===== src/rtl/sysid_pkg.sv =====
// sysid_pkg -- shared constants for the system-identification register block.
//   Word offsets of every register, STATUS field positions, the CONFIG word
//   layout and the legal parameter ranges used by sysid_ctrl.
package sysid_pkg;

    // Word offsets
    localparam int unsigned OFF_ID      = 0;
    localparam int unsigned OFF_TS      = 1;
    localparam int unsigned OFF_UPLO    = 2;
    localparam int unsigned OFF_UPHI    = 3;
    localparam int unsigned OFF_SCRATCH = 4;
    localparam int unsigned OFF_CONFIG  = 5;
    localparam int unsigned OFF_STATUS  = 6;
    localparam int unsigned OFF_USER    = 8;

    // STATUS fields: ERR sticky flag, ERRCNT saturating byte
    localparam int unsigned STATUS_ERR_BIT = 0;
    localparam int unsigned STATUS_CNT_LSB = 8;

    // Parameter legality limits
    localparam int unsigned NUM_USER_MIN = 1;
    localparam int unsigned NUM_USER_MAX = 16;
    localparam int unsigned ADDR_W_MIN   = 5;
    localparam int unsigned ADDR_W_MAX   = 8;

    // Decoded register selection
    typedef enum logic [3:0] {
        SEL_NONE,
        SEL_ID,
        SEL_TS,
        SEL_UPLO,
        SEL_UPHI,
        SEL_SCRATCH,
        SEL_CONFIG,
        SEL_STATUS,
        SEL_USER
    } reg_sel_e;

    // CONFIG = {16'h0, ADDR_W[7:0], NUM_USER[7:0]}
    function automatic logic [31:0] config_word(input int unsigned addr_w,
                                                input int unsigned num_user);
        return {16'h0000, 8'(addr_w), 8'(num_user)};
    endfunction

    // Byte-lane merge for writable registers
    function automatic logic [31:0] merge_be(input logic [31:0] old_v,
                                             input logic [31:0] new_v,
                                             input logic [3:0]  be);
        logic [31:0] r;
        r = old_v;
        for (int unsigned i = 0; i < 4; i++) begin
            if (be[i]) r[8*i +: 8] = new_v[8*i +: 8];
        end
        return r;
    endfunction

endpackage


===== src/rtl/sysid_uptime.sv =====
// sysid_uptime -- 64-bit free-running uptime counter with a high-word shadow.
//   clk      : rising-edge clock
//   reset_n  : synchronous active-low reset (counter and shadow cleared)
//   snap     : copy counter[63:32] into the shadow at this edge
//   lo       : live counter[31:0]
//   hi       : shadow of counter[63:32] from the last snap
module sysid_uptime (
    input  logic        clk,
    input  logic        reset_n,
    input  logic        snap,
    output logic [31:0] lo,
    output logic [31:0] hi
);

    logic [63:0] cnt;
    logic [31:0] shadow;

    always_ff @(posedge clk) begin
        if (!reset_n) begin
            cnt    <= '0;
            shadow <= '0;
        end else begin
            cnt <= cnt + 64'd1;
            // Same pre-increment sample the caller registers as the low word
            if (snap) shadow <= cnt[63:32];
        end
    end

    assign lo = cnt[31:0];
    assign hi = shadow;

endmodule


===== src/rtl/sysid_ctrl.sv =====
// sysid_ctrl -- Avalon-MM system-identification / control register block.
//   clk, reset_n        : rising-edge clock, synchronous active-low reset
//   address             : word address (ADDR_W bits)
//   read, write         : single-cycle strobes, no waitrequest
//   writedata/byteenable: write data and byte lanes (lanes ignored on reads)
//   readdata            : registered read data, zero when readdatavalid = 0
//   readdatavalid       : one-cycle pulse, exactly one cycle after a read
//   irq                 : registered copy of STATUS.ERR
module sysid_ctrl
    import sysid_pkg::*;
#(
    parameter logic [31:0]            ID_VALUE  = 32'h2478_C34F,
    parameter logic [31:0]            TIMESTAMP = 32'h0000_0000,
    parameter int unsigned            NUM_USER  = 4,
    parameter logic [32*NUM_USER-1:0] USER_INIT = '0,
    parameter int unsigned            ADDR_W    = 5
) (
    input  logic              clk,
    input  logic              reset_n,
    input  logic [ADDR_W-1:0] address,
    input  logic              read,
    input  logic              write,
    input  logic [31:0]       writedata,
    input  logic [3:0]        byteenable,
    output logic [31:0]       readdata,
    output logic              readdatavalid,
    output logic              irq
);

    if (NUM_USER < NUM_USER_MIN || NUM_USER > NUM_USER_MAX) begin : g_bad_num_user
        $error("sysid_ctrl: NUM_USER out of range");
    end
    if (ADDR_W < ADDR_W_MIN || ADDR_W > ADDR_W_MAX) begin : g_bad_addr_w
        $error("sysid_ctrl: ADDR_W out of range");
    end
    if (OFF_USER + NUM_USER > (1 << ADDR_W)) begin : g_bad_map
        $error("sysid_ctrl: USER words do not fit in the address space");
    end

    logic [31:0] scratch;
    logic [31:0] user [NUM_USER];
    logic        err;
    logic [7:0]  errcnt;
    logic [31:0] up_lo, up_hi;

    logic [31:0] addr_ext;
    reg_sel_e    sel;
    logic [31:0] rd_mux;
    logic [31:0] status_word;
    logic        writable, bad, wr_en, w1c, snap;

    always_comb begin
        addr_ext    = 32'(address);
        status_word = '0;
        status_word[STATUS_ERR_BIT]      = err;
        status_word[STATUS_CNT_LSB +: 8] = errcnt;

        sel    = SEL_NONE;
        rd_mux = '0;
        if (addr_ext == OFF_ID)      begin sel = SEL_ID;      rd_mux = ID_VALUE;    end
        if (addr_ext == OFF_TS)      begin sel = SEL_TS;      rd_mux = TIMESTAMP;   end
        if (addr_ext == OFF_UPLO)    begin sel = SEL_UPLO;    rd_mux = up_lo;       end
        if (addr_ext == OFF_UPHI)    begin sel = SEL_UPHI;    rd_mux = up_hi;       end
        if (addr_ext == OFF_SCRATCH) begin sel = SEL_SCRATCH; rd_mux = scratch;     end
        if (addr_ext == OFF_CONFIG)  begin sel = SEL_CONFIG;  rd_mux = config_word(ADDR_W, NUM_USER); end
        if (addr_ext == OFF_STATUS)  begin sel = SEL_STATUS;  rd_mux = status_word; end
        for (int unsigned k = 0; k < NUM_USER; k++) begin
            if (addr_ext == OFF_USER + k) begin sel = SEL_USER; rd_mux = user[k]; end
        end

        writable = (sel == SEL_SCRATCH) || (sel == SEL_STATUS) || (sel == SEL_USER);
        bad      = (read && write) || (read && sel == SEL_NONE) || (write && !writable);
        wr_en    = write && !read && writable;
        // The clear request is honoured even alongside a read so that a
        // colliding bad access restarts the count at 1 rather than incrementing.
        w1c      = write && (sel == SEL_STATUS) &&
                   byteenable[STATUS_ERR_BIT / 8] && writedata[STATUS_ERR_BIT];
        snap     = read && (sel == SEL_UPLO);
    end

    sysid_uptime u_uptime (
        .clk     (clk),
        .reset_n (reset_n),
        .snap    (snap),
        .lo      (up_lo),
        .hi      (up_hi)
    );

    always_ff @(posedge clk) begin
        if (!reset_n) begin
            readdata      <= '0;
            readdatavalid <= 1'b0;
            scratch       <= '0;
            err           <= 1'b0;
            errcnt        <= '0;
            for (int unsigned k = 0; k < NUM_USER; k++) begin
                user[k] <= USER_INIT[32*k +: 32];
            end
        end else begin
            readdatavalid <= read;
            readdata      <= read ? rd_mux : '0;

            if (wr_en && sel == SEL_SCRATCH) begin
                scratch <= merge_be(scratch, writedata, byteenable);
            end
            for (int unsigned k = 0; k < NUM_USER; k++) begin
                if (wr_en && sel == SEL_USER && addr_ext == OFF_USER + k) begin
                    user[k] <= merge_be(user[k], writedata, byteenable);
                end
            end

            if (bad) begin
                err    <= 1'b1;
                errcnt <= w1c ? 8'd1 : ((errcnt == 8'hFF) ? errcnt : errcnt + 8'd1);
            end else if (w1c) begin
                err    <= 1'b0;
                errcnt <= '0;
            end
        end
    end

    assign irq = err;

endmodule


===== config.mk =====
export PLATFORM = sky130hd
export DESIGN_NAME = sysid_ctrl
export DESIGN_NICKNAME = d
export VERILOG_FILES = /design/src/rtl/sysid_pkg.sv /design/src/rtl/sysid_uptime.sv /design/src/rtl/sysid_ctrl.sv
export SDC_FILE = /design/constraint.sdc
export NUM_CORES = 1
export LEC_CHECK = 0
export ABC_AREA = 1
export BUFFER_PORTS_ARGS = -buffer_cell sky130_fd_sc_hd__clkbuf_2
export CAP_MARGIN = 25
export CORE_MARGIN = 3
export CORE_UTILIZATION = 30
export DETAILED_ROUTE_END_ITERATION = 7
export PLACE_DENSITY = 0.46
export SLEW_MARGIN = 15
export SYNTH_ARGS = -nofsm -noshare
export SYNTH_HDL_FRONTEND = slang
export SYNTH_HIERARCHICAL = 1
export SYNTH_SLANG_ARGS = --single-unit

===== constraint.sdc =====
create_clock -name clk -period 7 [get_ports clk]
set_input_delay 1.4 -clock clk [delete_from_list [all_inputs] [get_ports clk]]
set_output_delay 1.4 -clock clk [all_outputs]
set_load 0.01 [all_outputs]

== Word level (Yosys, flattened, before mapping) ==
Memories as Yosys holds them, arrays and structs flattened.
Cells that the tools add are included.

* Logic and storage cells: 156
* Register bits after elaboration: 170
* RAM bits: 128
* ROM bits: 0
* Input bits: 45
* Memories: 1
* Output and inout port bits: 34
* Bits in latches: 0

{| class="wikitable"
|+ Memory list
! memory !! words !! width !! read ports !! clocked after memory_dff !! wr ports !! line !! RTL
|-
| user || 4 || 32 || 4 || 0 || 4 || sysid_ctrl.sv:41 || <nowiki>logic [31:0] user [NUM_USER];</nowiki>
|}

* Multiply operators: 0
* Muxes and demuxes: 93
* Divide/modulo/power cells: 0
* Order comparisons: 0
* Shift-type cells: 0
* Equal/unequal tests: 16
* $add $sub $neg: 2
* Bitwise gates (word level): 4
* Reductions and logical operators: 30

{| class="wikitable"
|+ Operators with widths
! kind !! count
|-
| 2-to-1 mux 32 bit || 14
|-
| 2-to-1 mux 8 bit || 52
|-
| adder 64 x 1 -> 64 bit, second input constant || 1
|-
| 2-to-1 mux 4 bit || 10
|-
| 2-to-1 mux 30 bit || 1
|-
| == test 5 x 4 -> 1 bit, second input constant || 4
|-
| 2-to-1 mux 1 bit || 16
|-
| == test 5 x 3 -> 1 bit, second input constant || 3
|-
| logical AND 1 bit || 15
|-
| AND reduction 2 bit || 6
|-
| == test 5 x 2 -> 1 bit, second input constant || 2
|-
| adder 8 x 1 -> 8 bit, second input constant || 1
|-
| == test 4 x 3 -> 1 bit, second input constant || 2
|-
| == test 8 bit, second input constant || 1
|-
| == test 5 x 1 -> 1 bit, second input constant || 1
|-
| zero test 5 bit || 1
|-
| == test 4 x 2 -> 1 bit, second input constant || 1
|-
| == test 4 bit, second input constant || 1
|-
| zero test 4 bit || 1
|-
| logical OR 1 bit || 4
|-
| OR 1 bit || 4
|-
| zero test 1 bit || 2
|-
| != test 2 bit, second input constant || 1
|-
| nonzero test 2 bit || 1
|}

== Logic depth before layout (Yosys ltp) ==
Gate-level depths: netlist of run 1.

* Depth after elaboration: 22
* Depth in mapped cells: 12
* Depth with buffers taken out: 12

== Hierarchy ==
Netlist of run 1, hierarchy kept.

{| class="wikitable"
|+ Modules (own cells, without submodules)
! module !! area each (µm²) !! instances !! cells an instance
|-
| sysid_ctrl || 9039.9 || 1 || 1023
|-
| sysid_uptime || 5154.9 || 1 || 806
|}

== Worst setup path after synthesis of run 1 ==
No wires, ideal clock.

* Path kind: input to register
* Start: input port address[0]
* End: memory user[0][0] (enable)
* Arrival: 2.777 ns
* Slack: 3.839 ns
* Stages on the path: 7
* Setup time: 0.384 ns
* Data required time: 6.616 ns
* Path buffers: 0
* Cell sequence: inv_1 > nand4_1 > nand2_2 > nand3_4 > nor2_4 > nand2_2 > o21ai_0

{| class="wikitable"
|+ RTL lines
! what !! line !! RTL
|-
| start: declaration || sysid_ctrl.sv:20 || <nowiki>input logic [ADDR_W-1:0] address,</nowiki>
|-
| end: declaration || sysid_ctrl.sv:41 ||
|}

==> results of run 1 <==
## sequential cells by signal, indices dropped and copies added, names as in the netlist
signal	count
errcnt	8
irq	1
readdata	32
readdatavalid	1
scratch	32
u_uptime/cnt	64
u_uptime/hi	32
user	128
## path summary, 6_finish.rpt
check | startpoint | endpoint | cells after the start
max | address[4] | user[1][30]$_SDFFCE_PN0P_ | 8
min | scratch[13]$_SDFFE_PN0P_ | scratch[13]$_SDFFE_PN0P_ | 2
max reg2reg | u_uptime/cnt[41]$_SDFF_PN0_ | u_uptime/cnt[53]$_SDFF_PN0_ | 9
min reg2reg | scratch[13]$_SDFFE_PN0P_ | scratch[13]$_SDFFE_PN0P_ | 2
## area by class of cell
class / instances / share of cell area
well taps: 607 / 0.0469
repair buffers: 101 / 0.0334
flip-flops and latches: 298 / 0.448
clock buffers: 49 / 0.0624
clock inverters: 16 / 0.0130
inverters: 174 / 0.0404
multi-input cells: 1263 / 0.356
## power by group
part / switching (mW) / internal, mW
Combinational: 0.120 / 0.0424
Sequential: 0.0192 / 1.86
Clock: 0.766 / 1.17
Total: 0.905 / 3.07
## logic make-up after synthesis
family | after synthesis | share of synthesized area
fa+ha+maj | 2 | 0.00176
buf+inv | 268 | 0.0843
flops | 298 | 0.511
xor+xnor | 12 | 0.00740
compound gates | 248 | 0.0937
simple gates | 1001 | 0.302
## worst max-delay path, delay by kind of cell
| kind | cells | cell delay [ns] |
|---|---|---|
| buf+inv | 3 | 0.74 |
| simple gates | 4 | 0.88 |
| compound gates | 1 | 0.61 |
## layout by cell type (no fill, tap or decap), drive strengths merged, types with 2 or more instances in the layout
cell type  Yosys  routed
nand3b         8       8
nand3         59      59
ha             2       2
nand4         45      45
o211ai        10      10
nor2         478     478
edfxtp       128     128
or2            2       2
clkinv         2      11
nand2        402     402
o21ai        109     109
buf           65      17
o22ai          5       5
clkbuf        29     133
nor3           5       5
bufinv         0       4
xor2          11      11
inv          172     174
o2111ai        2       2
dfxtp        170     170
a21oi        108     108
o21bai         9       9
o21a           5       5
## metal layers
| metal | vias up | global-route usage | wire length [um] |
|---|---|---|---|
| li1 | 5965 | - | - |
| met1 | 5523 | 0.226 | 19400 |
| met2 | 263 | 0.300 | 21200 |
| met3 | 59 | 0.0228 | 1850 |
| met4 | 0 | 0.0530 | 1010 |
| met5 | - | 0 | 0 |
## per-stage QoR
step,hold slack [ns],power (mW)
5_1_grt,0.477,4.11
6_report,0.453,3.97
3_3_place_gp,0.442,2.08
2_1_floorplan,0.424,2.00
4_1_cts,0.455,4.02
3_5_place_dp,0.447,2.08
==> run metrics, run 1 <==
Max Cap Viol=0; core area=approximately 47000 um^2; synthesized cell area=around 14000 um^2; post-DR vias/cell=4.71; vias in the first global route=11400; filler cell count=~5000; CTS root buf=clkbuf_16; final setup TNS=0 ns; Max Clock Skew=0.0272 ns; Yosys top cell by area=edfxtp_1; Placed Area=roughly 15000 um^2; Final Cycle Share=0.488; Post-Synthesis Cells=about 1800; Synth area leaders=edfxtp_1 (27%), dfxtp_1 (24%), nor2_1 (12%); # DRC=0; H-tree Lvls=2; Critical Path Fanout Max=36; routed len/inst=between 15 and 20 um; Skew-Pair Late Insertion Delay=~0.56 ns; CP Data Required Time=7.26 ns; I/O pin count=79; register area share after synthesis=0.511; Post-CTS Resized=0; Synth Area per Inst=7.76 um^2; Yosys cell types=43; min-delay worst type=flip-flop to flip-flop; initial antenna violation count=0; antenna cells=0; Die ar.=between 40000 and 50000 um^2; Layout Area Growth over Synthesis=14.0%; vias after detailed routing=~12000; area of the multi-input gates=between 5000 and 6000 um^2; crit path max-delay cell type=o21ai_0; fin cells=roughly 2500; RSZ-0062 raised after global routing=no; Top FF cell, synth=dfxtp_1; Synth top area share=0.271; IO buf count=a little under 80; post-route minimum period=3.41 ns; Die X=between 200 and 250 um; nets@finish=1921; first-pass GRT wire length=around 67000 um; post-route ant nets=0; initial core utilization=0.304; row count=79; placed insts=between 2000 and 2500; Reg2Reg Setup Slack=5.07 ns; CP Cell Sequence=clkbuf_2 > nor2_2 > nand2_2 > nor2_2 > buf_4 > nand2_2 > o21ai_0 > clkbuf_2; Worst Setup Path Type=primary input to flip-flop; setup repair bufs after CTS=0; flop and latch count out of synthesis=298; syn nets=1876; CP Capture Type=flip-flop; gpl congestion=about 0.9; Rel. slew slack=0.342; Syn. warnings=6; hpwl dp=32600 um; most common cell in the netlist=nor2_1; setup violators final=0; worst-case clock buffer depth=3; Reg clk slew, reported paths=around 0.060 ns; Final Core Density=0.347; Async SR Flop Fraction=0; largest net degree at the start of global routing=60; DR iter-0 viols=between 900 and 1000; final instance area=16200 um^2; Worst Tran Pin Value=between 0.9 and 1 ns; final worst setup slack=between 3 and 4 ns; commonest cells in the netlist=nor2_1 (452), nand2_1 (377), dfxtp_1 (170), inv_1 (168), edfxtp_1 (128); Post-synth EDFFs=128; worst vdd ir=around 0.14 mV; layout cell share with drive strength beyond 1=0.119; Critical Path Start Type=primary input; Fin. Hold Viols=0; CTS Sinks=298; Die Ht=between 200 and 250 um; outcome=finished, final reports clean; CP Data Arrival Time=about 3.7 ns; CTS Hold Bufs=0; Leak Pwr=6.74 nW; drt first pass iters=5; max-slew violations=0; CTS Buf Count=36; area occupied by registers=7250 um^2; TritonCTS clock tree=done; Total Routing Usage GR=0.173; total gr overflow=0; final WL=around 43000 um; slowest stage delay, CP=0.61 ns; pre-CTS setup slack=approximately 2.8 ns; fmax=0.293 GHz; PwrDens=between 200 and 250 nW/um^2
No activity file was read; power rests on OpenSTA's default activity.
==> inputs of run 2 (changes only) <==
ABC_AREA = 0   (was 1)
PLACE_DENSITY = 0.48   (was 0.46)
clock period = 2.75 ns   (was 7 ns; I/O delays follow)
==> run 2 against run 1 <==
Synthesized area decreased by 0.19%. Clock-buffer cell count shrank 4. Routed wire length is 6.0% lower. Sequential power rose to 2.5 times the previous value. Worst hold slack lost 0.14 ns. Critical path type is now flip-flop to flip-flop. Largest cell class unchanged.
==> run metrics, run 2 <==
outcome=finished, final reports clean; Max Cap Viol=0 (unchanged); Yosys top cell by area=edfxtp_1; max-slew violations=0 (unchanged); CP Capture Type=flip-flop; Yosys cell types=83 (+93%); Die Ht=223 um (about the same); Post-Synth Adder-Cell Area=0.00177 (+0.00000343); simple logic cell fraction of the synthesized area=0.221 (-0.0809); Reg clk slew, reported paths=0.06 ns (about the same); Synth Area per Inst=9.89 um^2 (+27%); Total Routing Usage GR=0.162 (-0.0113); nets@finish=1527 (-21%); compound-cell area share of the yosys netlist=0.141 (+0.0469); first-pass GRT wire length=63200 um (-5.1%); DR iter-0 viols=833 (-15%); core area=46000 um^2 (-1.5%); Worst Setup Path Type=flip-flop to flip-flop; syn nets=1479 (-21%); setup violators final=0 (unchanged); CP Data Required Time=3.22 ns (-4.04 ns); Async SR Flop Fraction=0 (unchanged); Critical Path Fanout Max=11 (-69%); layout cell share with drive strength beyond 1=0.164 (+0.0446); pre-CTS setup slack=0.0761 ns (-2.71 ns); Syn. warnings=6 (unchanged); min-delay worst type=primary input to flip-flop; hpwl dp=29700 um (-8.7%); Max Clock Skew=0.0111 ns (-0.0161 ns); CP Data Arrival Time=2.93 ns (-0.75 ns); register area share after synthesis=0.512 (+0.000992); Die ar.=49900 um^2 (-0.19%); Rel. slew slack=0.460 (+0.118); CTS Hold Bufs=0 (unchanged); Final Cycle Share=0.898; Largest Register=user; Synth top area share=0.271 (+0.000526); H-tree Lvls=2 (unchanged); largest net degree at the start of global routing=60 (unchanged); Post-Synth XOR/XNOR Area=0.0155 (+0.00805); commonest non-fill, non-tap cell in the layout=dfxtp_1; post-synthesis mux area share=0.0564 (+0.0564); worst-case clock buffer depth=3 (unchanged); Overall Power=10.1 mW (+150%); CTS Buf Count=35 (-2.8%); fin cells=2106 (-16%); post-route minimum period=around 2.5 ns; setup repair bufs after CTS=0 (unchanged); Synth area leaders=edfxtp_1 (27%), dfxtp_1 (24%), and2_1 (6.0%); top flop regs=user x128, u_uptime/cnt x64; total gr overflow=0 (unchanged); initial antenna violation count=0 (unchanged); Layout Area Growth over Synthesis=15.8%; final worst setup slack=0.281 ns (-3.31 ns); Post-Synthesis Cells=1432 (-22%); final WL=40800 um (-6.0%); flop and latch count out of synthesis=298 (unchanged); initial core utilization=0.308 (+0.00396); worst hold slack=0.317 ns (-0.136 ns); Worst Tran Pin Value=0.801 ns (-0.186 ns); final setup TNS=0 ns (unchanged); post-route ant nets=0 (unchanged); commonest cells in the netlist=dfxtp_1 (170), nand2_1 (149), and2_1 (135), edfxtp_1 (128), nor2_1 (84); Top FF cell, synth=dfxtp_1; main combinational cell family by area after synthesis=simple AND/OR/NAND/NOR gates; Post-CTS Resized=0 (unchanged); CTS Sinks=298 (unchanged); gpl congestion=0.825 (-6.8%); IO buf count=78 (unchanged); CTS root buf=clkbuf_16; Skew-Pair Late Insertion Delay=0.54 ns (-0.02 ns); row count=78 (-1.3%); post-DR vias/cell=5.07 (+7.6%); I/O pin count=79 (unchanged); antenna cells=0 (unchanged); Fin. Hold Viols=0 (unchanged); # DRC=0 (unchanged); commonest non-fill, non-tap cells in the layout=dfxtp_1 (170), nand2_1 (149), and2_1 (135); placed insts=2043 (-16%); Leak Pwr=5.64 nW (-16%); Post-synth EDFFs=128 (unchanged); vias in the first global route=10300 (-10%); Largest register FFs=128 (unchanged); PwrDens=614 nW/um^2 (+150%); vias after detailed routing=10700 (-9.6%); synthesized cell area=14200 um^2 (-0.19%); TritonCTS clock tree=done; RSZ-0062 raised after global routing=no; most common cell in the netlist=dfxtp_1; fmax=around 0.41 GHz; worst vdd ir=0.554 mV (+280%); Die X=223 um (about the same); Critical Path Start Type=flip-flop; routed len/inst=19.4 um (+12%); drt first pass iters=6 (+1)
run 2: area by class of cell:
type / instances / area, um^2
clock buffer: 45 / 965
clock inverter: 18 / 209
fill: 4622 / 29600
inverter: 27 / 101
multi-input combinational: 981 / 6210
sequential: 298 / 7250
tap: 600 / 751
timing repair buffer: 137 / 921
run 2: critical path, stage by stage (launching register included):
cell,delay [ns]
dfxtp_1,0.42
ha_1,0.27
nand4_1,0.28
nor4b_4,0.41
nand3_2,0.29
buf_4,0.25
or3_1,0.34
a21oi_1,0.15
run 2: worst paths after layout:
kind | startpoint | endpoint | slack [ns] | depth (start not counted)
worst min-delay path | writedata[22] | scratch[22]$_SDFFE_PN0P_ | 0.32 | 3
worst min register to register | scratch[26]$_SDFFE_PN0P_ | scratch[26]$_SDFFE_PN0P_ | 0.46 | 2
worst max-delay path | u_uptime/cnt[1]$_SDFF_PN0_ | u_uptime/cnt[38]$_SDFF_PN0_ | 0.28 | 7
worst max register to register | u_uptime/cnt[1]$_SDFF_PN0_ | u_uptime/cnt[38]$_SDFF_PN0_ | 0.28 | 7
run 2: logic make-up (layout without fill, tap and decap cells):
kind of cell             after synthesis  after routing
AND/OR/NAND/NOR                      576            576
AO/OA/AOI/OAI                        301            301
flip-flops                           298            298
buffers and inverters                153            227
multiplexers                          77             77
XOR/XNOR                              25             25
adder cells (fa/ha/maj)                2              2
run 2: power by group:
group          switching [mW]  internal [mW]  leakage, nW
registers              0.0515           4.72         2.59
logic                   0.366          0.174         2.48
clock network            1.88           2.87        0.579
total                    2.30           7.77         5.64
run 2: metrics by stage:
stage / area [um^2] / utilization
final: 16400 / 0.357
after global routing: 16400 / 0.357
after CTS: 16400 / 0.357
after detailed placement: 15200 / 0.331
after global placement: 15200 / 0.331
after floorplan: 14200 / -
run 2: metal layers:
| layer | up-vias | global-route usage | routed length (um) |
|---|---|---|---|
| met5 | - | 0 | 0 |
| met4 | 0 | 0.0455 | 719 |
| met3 | 48 | 0.0255 | 2000 |
| met2 | 227 | 0.244 | 17900 |
| met1 | 5158 | 0.239 | 20200 |
| li1 | 5240 | - | - |
==> inputs of run 3 (changes only) <==
PLACE_DENSITY = unset   (was 0.48)
==> run 3 against run 2 <==
Via count up 1.5%. Final area is 1.0% lower. Register-to-register slack hardly changed. Combinational power shrank 2%. Routed wire length decreased by 4.5%. Clock skew up 0.0058 ns. Global-route usage down 0.97 points. Power decreased by 5.6%. Sequential power barely moved. Final cell count fell by 0.43%. Sequential share of layout area up 0.46 points. Die area stayed put. Largest power group unchanged. Highest routed layer unchanged.
==> run metrics, run 3 (synthesis results as in run 2) <==
Worst Tran Pin Value=0.603 ns (-0.197 ns); post-route minimum period=2.48 ns (+0.0123 ns); CP top delay family=simple AND/OR/NAND/NOR gates; initial antenna violation count=0 (unchanged); Die Ht=223 um (unchanged); CTS Buf Count=31 (-11%); final worst setup slack=0.269 ns (-0.0123 ns); DR iter-0 viols=957 (+15%); final WL=39000 um (-4.5%); initial core utilization=0.308 (unchanged); Critical Path Start Type=flip-flop; Largest register FFs=128 (unchanged); nets@finish=1519 (-0.52%); H-tree Lvls=1 (-1); CP Data Required Time=3.26 ns (+0.04 ns); Layout Area Growth over Synthesis=14.6%; drt first pass iters=5 (-1); pre-CTS setup slack=0.102 ns (+0.0255 ns); fin cells=2097 (-0.43%); Overall Power=9.50 mW (-5.6%); worst-case clock buffer depth=3 (unchanged); Skew-Pair Late Insertion Delay=0.58 ns (+0.04 ns); Max Cap Viol=0 (unchanged); layout cell share with drive strength beyond 1=0.156 (-0.00770); largest net degree at the start of global routing=69 (+15%); TritonCTS clock tree=done; # DRC=0 (unchanged); Final Core Density=0.353 (-0.00367); vias in the first global route=10100 (-1.2%); I/O pin count=79 (unchanged); commonest non-fill, non-tap cell in the layout=dfxtp_1; core area=46000 um^2 (unchanged); CTS root buf=clkbuf_16; RSZ-0062 raised after global routing=no; CTS Sinks=298 (unchanged); total gr overflow=0 (unchanged); hpwl dp=28200 um (-5.3%); worst vdd ir=0.365 mV (-34%); CP Cell Sequence=ha_1 > nand4_1 > nor4b_4 > nand3_2 > buf_4 > or3_1 > a21oi_1; Reg clk slew, reported paths=0.06 ns (about the same); Critical Path Fanout Max=13 (+2); gpl congestion=0.877 (+6.3%); slowest stage delay, CP=0.43 ns (about the same); antenna cells=0 (unchanged); Leak Pwr=5.53 nW (-2.0%); Rel. slew slack=0.597 (+0.137); Die ar.=49900 um^2 (unchanged); outcome=finished, final reports clean; commonest non-fill, non-tap cells in the layout=dfxtp_1 (170), nand2_1 (149), and2_1 (135); Largest Register=user; WP buf/inv=1 (unchanged); vias after detailed routing=10800 (+1.5%); Max Clock Skew=0.0169 ns (+0.00582 ns); PwrDens=586 nW/um^2 (-4.6%); IO buf count=78 (unchanged); Worst Setup Path Type=flip-flop to flip-flop; crit path max-delay cell type=dfxtp_1; first-pass GRT wire length=60600 um (-4.1%); top flop regs=user x128, u_uptime/cnt x64; Total Routing Usage GR=0.152 (-0.00973); setup violators final=0 (unchanged); max-slew violations=0 (unchanged); fmax=0.403 GHz (-0.50%); CP Data Arrival Time=2.99 ns (+0.06 ns); Fin. Hold Viols=0 (unchanged); CTS Hold Bufs=0 (unchanged); placed insts=2039 (-0.20%); Final Cycle Share=0.902 (+0.00448); Post-CTS Resized=0 (unchanged); routed len/inst=18.6 um (-4.1%); Die X=223 um (unchanged); row count=78 (unchanged); min-delay worst type=primary input to flip-flop; CP Capture Type=flip-flop; setup repair bufs after CTS=0 (unchanged); post-route ant nets=0 (unchanged); final setup TNS=0 ns (unchanged); post-DR vias/cell=5.17 (+2.0%)
## run 3: changes by cell type in the layout (fill, tap and decap cells not counted)
cell	previous run	this run
buf_12	7	9
buf_4	52	46
bufinv_16	4	3
clkbuf_1	6	4
clkbuf_16	36	31
clkbuf_8	3	2
clkinv_1	2	8
clkinv_2	8	3
clkinv_8	1	0
clkinvlp_4	1	4
inv_6	2	3
## run 3: area by class of cell
type | instances | area [um^2]
inverter | 27 | 101
timing repair buffer | 133 | 916
fill | 4584 | 29700
tap | 600 | 751
multi-input combinational | 981 | 6210
clock buffer | 37 | 818
clock inverter | 21 | 191
sequential | 298 | 7250
## run 3: power breakdown
group | leakage [nW] | switching, mW | internal, mW
Combinational | 2.46 | 0.358 | 0.174
Clock | 0.482 | 1.80 | 2.40
Sequential | 2.59 | 0.0529 | 4.72
## run 3: worst register-to-register path, stage by stage, from the launching register on
cell and delay [ns]:
dfxtp_1 0.43, ha_1 0.26, nand4_1 0.28, nor4b_4 0.40
nand3_2 0.31, buf_4 0.26, or3_1 0.34, a21oi_1 0.14
## run 3: through the flow
stage / cell area [um^2] / hold WS, ns
finish: 16200 / 0.288
global route: 16200 / 0.288
CTS: 16200 / 0.265
detailed placement: 15200 / 0.457
global placement: 15200 / 0.453
floorplan: 14200 / 0.439
## run 3: final timing paths
check	startpoint	endpoint	slack, ns	depth (start not counted)
worst max-delay path	u_uptime/cnt[0]$_SDFF_PN0_	u_uptime/cnt[42]$_SDFF_PN0_	0.27	7
worst min-delay path	writedata[6]	scratch[6]$_SDFFE_PN0P_	0.29	3
worst max register to register	u_uptime/cnt[0]$_SDFF_PN0_	u_uptime/cnt[42]$_SDFF_PN0_	0.27	7
worst min register to register	scratch[21]$_SDFFE_PN0P_	scratch[21]$_SDFFE_PN0P_	0.46	2
## run 3: per-layer routing
layer | wire length [um] | GRT usage | up-vias
li1 | - | - | 5232
met2 | 17200 | 0.229 | 301
met3 | 2050 | 0.0247 | 54
met1 | 19000 | 0.225 | 5250
met5 | 0 | 0 | -
met4 | 775 | 0.0408 | 0
